`config.mk`:
```
export PLATFORM = sky130hd
export DESIGN_NAME = pong_game_ctrl
export DESIGN_NICKNAME = d
export VERILOG_FILES = /design/src/rtl/pong_pkg.sv /design/src/rtl/pong_collide.sv /design/src/rtl/pong_game_ctrl.sv
export SDC_FILE = /design/constraint.sdc
export NUM_CORES = 1
export LEC_CHECK = 0
export ABC_CLOCK_PERIOD_IN_PS = 3100
export CORE_MARGIN = 5
export CORE_UTILIZATION = 41
export DETAILED_ROUTE_END_ITERATION = 12
export GPL_TIMING_DRIVEN = 0
export PLACE_DENSITY = 0.7
export SLEW_MARGIN = 10
export SYNTH_ARGS = -nofsm -noshare
export SYNTH_HDL_FRONTEND = slang
export SYNTH_SLANG_ARGS = --single-unit
```
`constraint.sdc`:
```
create_clock -name clk -period 3.1 [get_ports clk]
set_input_delay 0.62 -clock clk [delete_from_list [all_inputs] [get_ports clk]]
set_output_delay 0.62 -clock clk [all_outputs]
set_load 0.005 [all_outputs]
```
`src/rtl/pong_pkg.sv`:
```
// Shared types and geometry defaults for the Pong game controller.
// State encoding is fixed because the state value is exported for display/debug.
package pong_pkg;

  typedef enum logic [2:0] {
    S_IDLE      = 3'd0,
    S_SERVE     = 3'd1,
    S_PLAY      = 3'd2,
    S_POINT     = 3'd3,
    S_GAME_OVER = 3'd4
  } state_t;

  localparam int COORD_W         = 10;
  localparam int SCORE_W         = 4;
  localparam int FRAME_CNT_W     = 8;

  localparam int DEF_SCREEN_W    = 640;
  localparam int DEF_SCREEN_H    = 480;
  localparam int DEF_BALL_SIZE   = 8;
  localparam int DEF_PADDLE_L_X  = 16;
  localparam int DEF_PADDLE_R_X  = 624;
  localparam int DEF_PADDLE_H    = 64;
  localparam int DEF_WIN_SCORE   = 9;
  localparam int DEF_SERVE_FRAMES = 60;
  localparam int DEF_PAUSE_FRAMES = 90;

  typedef struct packed {
    logic ball_reset;
    logic ball_move_en;
    logic game_over;
  } ctrl_t;

  // Datapath control levels that go with each state; registered alongside the state.
  function automatic ctrl_t ctrl_for(state_t s);
    ctrl_t c;
    c.ball_reset   = 1'b1;
    c.ball_move_en = 1'b0;
    c.game_over    = 1'b0;
    case (s)
      S_PLAY: begin
        c.ball_reset   = 1'b0;
        c.ball_move_en = 1'b1;
      end
      S_POINT: begin
        c.ball_reset   = 1'b0;
      end
      S_GAME_OVER: begin
        c.game_over    = 1'b1;
      end
      default: begin
        c.ball_reset   = 1'b1;
      end
    endcase
    return c;
  endfunction

endpackage

```
`src/rtl/pong_collide.sv`:
```
// Combinational per-frame collision classifier: wall bounces, paddle hits and misses.
// Everything is widened to 11 bits so sums of coordinates and sizes cannot wrap.
module pong_collide
  import pong_pkg::*;
#(
  parameter int SCREEN_W   = DEF_SCREEN_W,
  parameter int SCREEN_H   = DEF_SCREEN_H,
  parameter int BALL_SIZE  = DEF_BALL_SIZE,
  parameter int PADDLE_L_X = DEF_PADDLE_L_X,
  parameter int PADDLE_R_X = DEF_PADDLE_R_X,
  parameter int PADDLE_H   = DEF_PADDLE_H
) (
  input  logic [COORD_W-1:0] ball_x,
  input  logic [COORD_W-1:0] ball_y,
  input  logic [COORD_W-1:0] paddle_l_y,
  input  logic [COORD_W-1:0] paddle_r_y,
  input  logic               dir_x,
  input  logic               dir_y,
  output logic               hit_l,
  output logic               hit_r,
  output logic               miss_l,
  output logic               miss_r,
  output logic               bounce_top,
  output logic               bounce_bot
);

  localparam logic [10:0] SW  = 11'(SCREEN_W);
  localparam logic [10:0] SH  = 11'(SCREEN_H);
  localparam logic [10:0] BS  = 11'(BALL_SIZE);
  localparam logic [10:0] PLX = 11'(PADDLE_L_X);
  localparam logic [10:0] PRX = 11'(PADDLE_R_X);
  localparam logic [10:0] PH  = 11'(PADDLE_H);

  logic [10:0] bx, by, pl, pr;
  logic        overlap_l, overlap_r;

  assign bx = {1'b0, ball_x};
  assign by = {1'b0, ball_y};
  assign pl = {1'b0, paddle_l_y};
  assign pr = {1'b0, paddle_r_y};

  // Any vertical overlap between the ball and the paddle face counts as contact.
  assign overlap_l = (by + BS > pl) && (by < pl + PH);
  assign overlap_r = (by + BS > pr) && (by < pr + PH);

  assign hit_l      = ~dir_x & (bx <= PLX) & overlap_l;
  assign hit_r      =  dir_x & (bx + BS >= PRX) & overlap_r;
  assign miss_l     = ~dir_x & (bx == 11'd0) & ~hit_l;
  assign miss_r     =  dir_x & (bx >= SW - BS) & ~hit_r;
  assign bounce_top = ~dir_y & (by == 11'd0);
  assign bounce_bot =  dir_y & (by >= SH - BS);

endmodule

```
`src/rtl/pong_game_ctrl.sv`:
```
// Pong game sequencer: serve / play / point / game-over flow, ball direction and scoring.
// Decisions taken on a frame_tick become visible one cycle later, ready for the next tick.
module pong_game_ctrl
  import pong_pkg::*;
#(
  parameter int SCREEN_W     = DEF_SCREEN_W,
  parameter int SCREEN_H     = DEF_SCREEN_H,
  parameter int BALL_SIZE    = DEF_BALL_SIZE,
  parameter int PADDLE_L_X   = DEF_PADDLE_L_X,
  parameter int PADDLE_R_X   = DEF_PADDLE_R_X,
  parameter int PADDLE_H     = DEF_PADDLE_H,
  parameter int WIN_SCORE    = DEF_WIN_SCORE,
  parameter int SERVE_FRAMES = DEF_SERVE_FRAMES,
  parameter int PAUSE_FRAMES = DEF_PAUSE_FRAMES
) (
  input  logic               clk,
  input  logic               reset,
  input  logic               frame_tick,
  input  logic               start,
  input  logic [COORD_W-1:0] ball_x,
  input  logic [COORD_W-1:0] ball_y,
  input  logic [COORD_W-1:0] paddle_l_y,
  input  logic [COORD_W-1:0] paddle_r_y,
  output logic               ball_reset,
  output logic               ball_move_en,
  output logic               ball_dir_x,
  output logic               ball_dir_y,
  output logic [SCORE_W-1:0] score_l,
  output logic [SCORE_W-1:0] score_r,
  output logic               game_over,
  output logic               winner,
  output logic [2:0]         state
);

  localparam logic [SCORE_W-1:0]     WIN        = SCORE_W'(WIN_SCORE);
  localparam logic [FRAME_CNT_W-1:0] SERVE_LAST = FRAME_CNT_W'(SERVE_FRAMES - 1);
  localparam logic [FRAME_CNT_W-1:0] PAUSE_LAST = FRAME_CNT_W'(PAUSE_FRAMES - 1);

  state_t                 cur;
  ctrl_t                  ctrl;
  logic [FRAME_CNT_W-1:0] frame_cnt;
  logic                   scorer;
  logic                   hit_l, hit_r, miss_l, miss_r, bounce_top, bounce_bot;

  pong_collide #(
    .SCREEN_W   (SCREEN_W),
    .SCREEN_H   (SCREEN_H),
    .BALL_SIZE  (BALL_SIZE),
    .PADDLE_L_X (PADDLE_L_X),
    .PADDLE_R_X (PADDLE_R_X),
    .PADDLE_H   (PADDLE_H)
  ) u_collide (
    .ball_x     (ball_x),
    .ball_y     (ball_y),
    .paddle_l_y (paddle_l_y),
    .paddle_r_y (paddle_r_y),
    .dir_x      (ball_dir_x),
    .dir_y      (ball_dir_y),
    .hit_l      (hit_l),
    .hit_r      (hit_r),
    .miss_l     (miss_l),
    .miss_r     (miss_r),
    .bounce_top (bounce_top),
    .bounce_bot (bounce_bot)
  );

  assign ball_reset   = ctrl.ball_reset;
  assign ball_move_en = ctrl.ball_move_en;
  assign game_over    = ctrl.game_over;
  assign state        = cur;

  always_ff @(posedge clk) begin
    if (reset) begin
      cur        <= S_IDLE;
      ctrl       <= ctrl_for(S_IDLE);
      frame_cnt  <= '0;
      ball_dir_x <= 1'b1;
      ball_dir_y <= 1'b1;
      score_l    <= '0;
      score_r    <= '0;
      winner     <= 1'b0;
      scorer     <= 1'b0;
    end else begin
      case (cur)
        S_IDLE: begin
          if (start) begin
            cur       <= S_SERVE;
            ctrl      <= ctrl_for(S_SERVE);
            frame_cnt <= '0;
            score_l   <= '0;
            score_r   <= '0;
          end
        end
        S_SERVE: begin
          if (frame_tick) begin
            if (frame_cnt == SERVE_LAST) begin
              cur       <= S_PLAY;
              ctrl      <= ctrl_for(S_PLAY);
              frame_cnt <= '0;
            end else begin
              frame_cnt <= frame_cnt + 1'b1;
            end
          end
        end
        S_PLAY: begin
          if (frame_tick) begin
            if (bounce_top)      ball_dir_y <= 1'b1;
            else if (bounce_bot) ball_dir_y <= 1'b0;
            if (hit_l)      ball_dir_x <= 1'b1;
            else if (hit_r) ball_dir_x <= 1'b0;
            // scorer: 1 = right player took the point, 0 = left player
            if (miss_l) begin
              if (score_r != WIN) score_r <= score_r + 1'b1;
              scorer    <= 1'b1;
              cur       <= S_POINT;
              ctrl      <= ctrl_for(S_POINT);
              frame_cnt <= '0;
            end else if (miss_r) begin
              if (score_l != WIN) score_l <= score_l + 1'b1;
              scorer    <= 1'b0;
              cur       <= S_POINT;
              ctrl      <= ctrl_for(S_POINT);
              frame_cnt <= '0;
            end
          end
        end
        S_POINT: begin
          if (frame_tick) begin
            if (frame_cnt == PAUSE_LAST) begin
              frame_cnt <= '0;
              if ((scorer ? score_r : score_l) == WIN) begin
                cur    <= S_GAME_OVER;
                ctrl   <= ctrl_for(S_GAME_OVER);
                winner <= scorer;
              end else begin
                // Serve toward the player who conceded, alternating vertical direction.
                cur        <= S_SERVE;
                ctrl       <= ctrl_for(S_SERVE);
                ball_dir_x <= ~scorer;
                ball_dir_y <= ~ball_dir_y;
              end
            end else begin
              frame_cnt <= frame_cnt + 1'b1;
            end
          end
        end
        S_GAME_OVER: begin
          if (start) begin
            cur       <= S_SERVE;
            ctrl      <= ctrl_for(S_SERVE);
            frame_cnt <= '0;
            score_l   <= '0;
            score_r   <= '0;
            winner    <= 1'b0;
          end
        end
        default: begin
          cur       <= S_IDLE;
          ctrl      <= ctrl_for(S_IDLE);
          frame_cnt <= '0;
        end
      endcase
    end
  end

endmodule

```
== Word level (Yosys, flattened, before mapping) ==
Cells that the tools add are included.

* Add/subtract/negate cells: 7
* Equal/unequal tests: 26
* Reductions and logical operators: 18
* $lt $le $gt $ge: 8
* Bitwise operators: 15
* Muxes and demuxes: 59

{| class="wikitable"
|+ Operators by type and width
! kind !! number
|-
| 8-bit two-way mux || 8
|-
| 3-bit two-way mux || 15
|-
| 4-bit two-way mux || 9
|-
| 8-bit case mux with 4 select lines || 1
|-
| 2-bit inequality test (second input constant) || 13
|-
| 3-bit case mux with 4 select lines || 2
|-
| 10-bit by 4-bit adder with 11-bit output (second input constant) || 2
|-
| 10-bit by 7-bit adder with 11-bit output (second input constant) || 2
|-
| 11-bit by 10-bit greater-than comparator with 1-bit output || 2
|-
| 11-bit zero test || 2
|-
| 10-bit by 11-bit less-than comparator with 1-bit output || 2
|-
| 1-bit two-way mux || 19
|-
| 6-bit AND reduction || 3
|-
| 4-bit case mux with 2 select lines || 2
|-
| 5-bit AND reduction || 3
|-
| 11-bit by 10-bit greater-or-equal comparator with 1-bit output (second input constant) || 1
|-
| 1-bit AND || 10
|-
| 10-bit greater-or-equal comparator (second input constant) || 1
|-
| 10-bit by 9-bit greater-or-equal comparator with 1-bit output (second input constant) || 1
|-
| 10-bit by 5-bit <= comparator with 1-bit output (second input constant) || 1
|-
| 4-bit by 1-bit adder with 4-bit output (second input constant) || 2
|-
| 8-bit by 1-bit adder with 8-bit output (second input constant) || 1
|-
| 8-bit by 6-bit == test with 1-bit output (second input constant) || 1
|-
| 8-bit by 7-bit == test with 1-bit output (second input constant) || 1
|-
| other kinds (16) || 29
|}

* Word-level logic and storage cells: 144
* Bits in registers: 26
* Output and inout port bits: 17

== Longest topological paths before layout ==
* Depth in word-level cells: 10
* Gate-level depth with buffers: 12

== Hierarchy ==
A second synthesis with hierarchy kept.

* Cells, all modules: 368
* Area total of the unflattened synthesis: 2,941.6 µm²

{| class="wikitable"
|+ By module, submodules not included
! module !! area each (µm²) !! times used !! cells each
|-
| pong_game_ctrl || 1,662.8 || 1 || 196
|-
| pong_collide || 1,278.7 || 1 || 172
|}

== Worst setup path after synthesis ==
No wires, ideal clock.

* Kind: input to register
* Start: in ball_y[3]
* End: reg ctrl (netlist bit game_over)
* Cell stages on the path: 11
* Slack: 0.119 ns
* Data arrival time: 2.860 ns
* Setup time: 0.121 ns
* Path through: ha_1 -> nand3_1 -> xnor2_1 -> ha_1 -> nand3_1 -> a211oi_1 -> o41ai_1 -> a221o_1 -> o21a_2 -> o211ai_4 -> mux2_4

* Longest elaborated chain between the ends: 9
* Elaborated cells on any way between the ends: 18
* Classes of those cells: 1 x add/sub; 4 x order compare; 1 x eq/ne; 3 x mux; 6 x bitwise; 3 x reduce/logical

{| class="wikitable"
|+ Ends and longest elaborated chain
! what !! line !! RTL
|-
| start, declared || pong_game_ctrl.sv:21 || <nowiki>input logic [COORD_W-1:0] ball_y,</nowiki>
|-
| 10-bit by 4-bit adder with 11-bit output || pong_collide.sv:43, pong_collide.sv:44 ||
|-
| 11-bit by 10-bit greater-than comparator with 1-bit output || pong_collide.sv:43 || <nowiki>assign overlap_l = (by + BS > pl) && (by < pl + PH);</nowiki>
|-
| 1-bit logical AND || pong_collide.sv:43 ||
|-
| 1-bit AND || pong_collide.sv:46 || <nowiki>assign hit_l = ~dir_x & (bx <= PLX) & overlap_l;</nowiki>
|-
| 1-bit inverter || pong_collide.sv:48 || <nowiki>assign miss_l = ~dir_x & (bx == 11'd0) & ~hit_l;</nowiki>
|-
| 1-bit AND || pong_collide.sv:48 ||
|-
| 3-bit two-way mux || pong_game_ctrl.sv:112 || <nowiki>if (miss_l) begin</nowiki>
|-
| 3-bit two-way mux || pong_game_ctrl.sv:106 || <nowiki>if (frame_tick) begin</nowiki>
|-
| 3-bit case mux with 4 select lines || pong_game_ctrl.sv:84 || <nowiki>case (cur)</nowiki>
|-
| end signal, assigned || pong_game_ctrl.sv:88 || <nowiki>ctrl <= ctrl_for(S_SERVE);</nowiki>
|-
| end signal, assigned || pong_game_ctrl.sv:116 || <nowiki>ctrl <= ctrl_for(S_POINT);</nowiki>
|-
| end signal, assigned || pong_game_ctrl.sv:122 || <nowiki>ctrl <= ctrl_for(S_POINT);</nowiki>
|-
| end, declared || pong_game_ctrl.sv:40 || <nowiki>ctrl_t ctrl;</nowiki>
|}

Several ways; a longest one is shown, not always the timed one. The select of a mux whose other input is x is not followed.
A chain may end at the register's enable or synchronous reset.

== Worst setup path after layout ==
* Start: in ball_y[4]
* End: reg cur[0], in the netlist state[0]

* Longest elaborated chain between the ends: 9
* Elaborated cells on any way between the ends: 18
* Classes of those cells: 1 x add/sub; 4 x order compare; 1 x eq/ne; 3 x mux; 6 x bitwise; 3 x reduce/logical

{| class="wikitable"
|+ Ends and longest elaborated chain
! what !! line !! RTL
|-
| 10-bit by 4-bit adder with 11-bit output || pong_collide.sv:43, pong_collide.sv:44 ||
|-
| 11-bit by 10-bit greater-than comparator with 1-bit output || pong_collide.sv:43 ||
|-
| 1-bit logical AND || pong_collide.sv:43 ||
|-
| 1-bit AND || pong_collide.sv:46 ||
|-
| 1-bit inverter || pong_collide.sv:48 ||
|-
| 1-bit AND || pong_collide.sv:48 ||
|-
| 3-bit two-way mux || pong_game_ctrl.sv:112 ||
|-
| 3-bit two-way mux || pong_game_ctrl.sv:106 ||
|-
| 3-bit case mux with 4 select lines || pong_game_ctrl.sv:84 ||
|-
| end signal, assigned || pong_game_ctrl.sv:87 || <nowiki>cur <= S_SERVE;</nowiki>
|-
| end signal, assigned || pong_game_ctrl.sv:115 || <nowiki>cur <= S_POINT;</nowiki>
|-
| end signal, assigned || pong_game_ctrl.sv:121 || <nowiki>cur <= S_POINT;</nowiki>
|-
| end, declared || pong_game_ctrl.sv:39 || <nowiki>state_t cur;</nowiki>
|}

Several ways; a longest one is shown, not always the timed one. The select of a mux whose other input is x is not followed.

==> summary.txt <==
Hold path startpoint: ball_move_en
Number of primary I/O pins: 61
Transition at the pin with the smallest max-transition slack: 0.5848 ns
Clock buffers created by TritonCTS: 3
Worst path slowest cell: sky130_fd_sc_hd__o2111a_2
Row count: 30
Most common cell after layout, fill and taps aside: sky130_fd_sc_hd__clkdlybuf4s50_1
Ratio of routed vias to standard cells: 5.668
Count of buffers inserted at the top-level ports: 59
Hold_buf cts: 0
Die Footprint: 0.008897 sq mm
Antenna violations before repair: 0
Wire length of the first global-routing pass: 13,700 microns
Peak supply drop: 0.0002926 V
Kind of critical path: input pin to register
Net count of the mapped netlist: 459
Routed wire length per instance: 15.61 microns
Latest clock arrival within the worst-skew pair: 0.28 ns
Series of cell instances along the critical path: clkbuf_4, and3_4, nand3_1, xnor2_2, ha_1, a211oi_2, o211ai_1, o221a_2, o2111a_2, a2bb2oi_4, buf_6, a211o_1, o211a_1
Fraction of final layout cells sized beyond drive strength 1: 13.18%
Final-layout fill cell count: 645
CTS H-tree depth: 1
Number of global-route vias before repair: 2,978
GPL Wtd Cong: 0.8185
Capturing element type of the critical path: register
Gr ovfl total: 0
Power per standard cell area: 418.6 mW/mm^2
Violation count after the first detailed-routing iteration: 169
Final std cell area, no fill: 0.003872 sq mm
Count of flip-flops with a built-in enable after synthesis: 0
Number of distinct library cell variants in the gate-level netlist after synthesis: 66
Reg-to-reg critical path endpoint: state[0]
Static power due to leakage: 1.635 nW
Startpoint class of the critical path: input pin
Most used cells in the layout excluding fill and tap cells: sky130_fd_sc_hd__clkdlybuf4s50_1, sky130_fd_sc_hd__ha_1, sky130_fd_sc_hd__nand2_1
R2R depth: 9
Worst-case setup margin in the final layout: 0.08192 ns
Yosys reg bits: 26
Synthesized area per cell: 7.901 sq um
Number of detailed-routing iterations run before antenna repair: 4
Gate count after technology mapping: 369
Area after DPL: 0.003626 sq mm
Largest stage delay, worst path: 0.31 ns
Sequential share of the synthesized area: 17.85%
Run status: completed
Starting Density: 42.44%
Remaining DRCs: 0
Arrival time of data at the critical path endpoint: 3.21 ns
Deepest clock path buffer count: 2
Cell count along the critical path: 13
Chip width: 94.33 microns
Overall via count from detail_route: 3,038
Final setup violation count: 0
Clock skew: 0.008633 ns
Post-synthesis instance area: 0.002915 sq mm
CTS tree: done
Synthesis warning total: 0
Final Cycle Share: 97.36%
Number of failing hold endpoints at the final stage: 0
Maximum achievable frequency: 0.3313 GHz
Class of the worst hold path: register to register
Period minus WS final: 3.018 ns
Clock tree sinks: 26
Area of the core: 0.006869 sq mm
Biggest fanout along the worst timing path: 10
Worst Hold Endpoint: ball_move_en
Final layout net count: 531
Worst hold path depth: 2
Crit path buffers/inverters: 2
Area Overhead vs Synth: 32.83%
HPWL reported at the end of detailed placement: 6602 microns
Required time at the endpoint of the critical path: 3.29 ns
Chip Height: 94.33 microns
Relative slew margins: 61.01%
Total wirelength of the detailed-routed design: 8369 microns
MaxCap Viol Count: 0
GRT Util Overall: 18.86%
CTS root buffer: sky130_fd_sc_hd__clkbuf_8
CP top delay family: compound AO/OA/AOI/OAI gates
Max-slew violation count: 0
Reg2reg start: state[1]
Main synth FF type: sky130_fd_sc_hd__dfxtp_1
Remaining number of nets flagged by the antenna check after routing: 0
Share of async-settable or async-resettable flops after synthesis: 0%
Clock Pin Slew Worst Setup and Hold Paths: 0.10 ns
Pin count of the biggest net entering global routing: 15
Setup slack on the worst flop-to-flop path: 0.67 ns
Post-placement setup slack: -0.8709 ns
Number of diodes: 0
## per-stage QoR
step           util (%)  instances  TNS [ns]  hold WS (ns)  total power [mW]
2_1_floorplan         -        369         0        0.4548             1.017
3_3_place_gp      52.79        524    -17.14        0.4501             1.292
3_5_place_dp      52.79        524    -17.64        0.4581             1.313
4_1_cts           55.25        533         0        0.4718             1.590
5_1_grt           56.38        536  -0.01391        0.5161             1.746
6_report          56.38        536         0        0.4754             1.621
## cell type report
class | instances | area (sq um) | share of cell area (%)
multi-input combinational | 301 | 2374 | 61.29
timing repair buffer | 67 | 634.4 | 16.38
buffer | 10 | 48.80 | 1.260
clock buffer | 4 | 55.05 | 1.422
sequential | 26 | 520.5 | 13.44
tap | 96 | 120.1 | 3.102
inverter | 32 | 120.1 | 3.102
## how the worst max path moves through the flow
stage	startpoint	endpoint	slack [ns]
4_1_cts	ball_x[4]	game_over	0.003
3_5_place_dp	ball_y[3]	game_over	-0.87
3_3_place_gp	ball_y[3]	game_over	-0.87
5_1_grt	ball_y[4]	game_over	-0.01
2_1_floorplan	ball_y[3]	game_over	0.12
6_report	ball_y[4]	state[0]	0.08
## cells by family after synthesis
logic type                 count (synthesis)  share of synthesized area [%]
adders and majority gates                 46                          19.74
DFF                                       26                          17.85
and+or+nand+nor                          143                          26.65
AOI/OAI and AO/OA                         99                          25.75
xor gates and xnor gates                  10                          3.004
muxes                                      3                          1.202
buffers and inverters                     42                          5.794
## cells in the mapped netlist, drive strengths merged, types with 7 or more instances
cell type | instances | area [sq um]
ha | 46 | 575.6
nor3 | 8 | 40.04
and3 | 8 | 65.06
nor2b | 12 | 75.07
o21ai | 15 | 82.58
nand2 | 33 | 123.9
a21oi | 28 | 140.1
inv | 32 | 120.1
nand4 | 7 | 43.79
nor2 | 20 | 75.07
dfxtp | 26 | 520.5
clkbuf | 7 | 26.28
nand3b | 9 | 67.56
xnor2 | 8 | 70.07
nand3 | 21 | 105.1
## registers in the layout, indices dropped and copies added (netlist names)
signal / count
ball_dir_x: 1
ball_dir_y: 1
ball_move_en: 1
ball_reset: 1
frame_cnt: 8
game_over: 1
score_l: 4
score_r: 4
scorer: 1
state: 3
winner: 1
## what timing repair did
action                                  in CTS  in global routing
resized for setup                           46                 23
buffers inserted                             5                  3
endpoints found under the setup margin      24                 21
pin swaps                                    5                 10
## where the power goes
| part | total [mW] | switching (mW) | internal (mW) |
|---|---|---|---|
| Clock | 0.230 | 0.116 | 0.114 |
| Combinational | 0.976 | 0.539 | 0.437 |
| Sequential | 0.415 | 0.0439 | 0.372 |
| Total | 1.62 | 0.698 | 0.923 |
## routing by layer
layer	vias to the layer above	global-route usage, %	wire [microns]
met2	65	31.44	3991
met1	1443	26.63	3998
met3	3	2.484	366
met5	-	0	0
li1	1527	-	-
met4	0	2.286	12
## worst reg2reg max path, cell delays in order (launching register included)
cell,delay (ns)
sky130_fd_sc_hd__dfxtp_1,0.32
sky130_fd_sc_hd__clkbuf_1,0.18
sky130_fd_sc_hd__nor2_1,0.41
sky130_fd_sc_hd__nand2_1,0.21
sky130_fd_sc_hd__o21ai_2,0.24
sky130_fd_sc_hd__nand2_1,0.19
sky130_fd_sc_hd__a2bb2oi_4,0.19
sky130_fd_sc_hd__buf_6,0.16
sky130_fd_sc_hd__a211o_1,0.30
sky130_fd_sc_hd__o211a_1,0.12
Power figures use the tool's default switching activity.
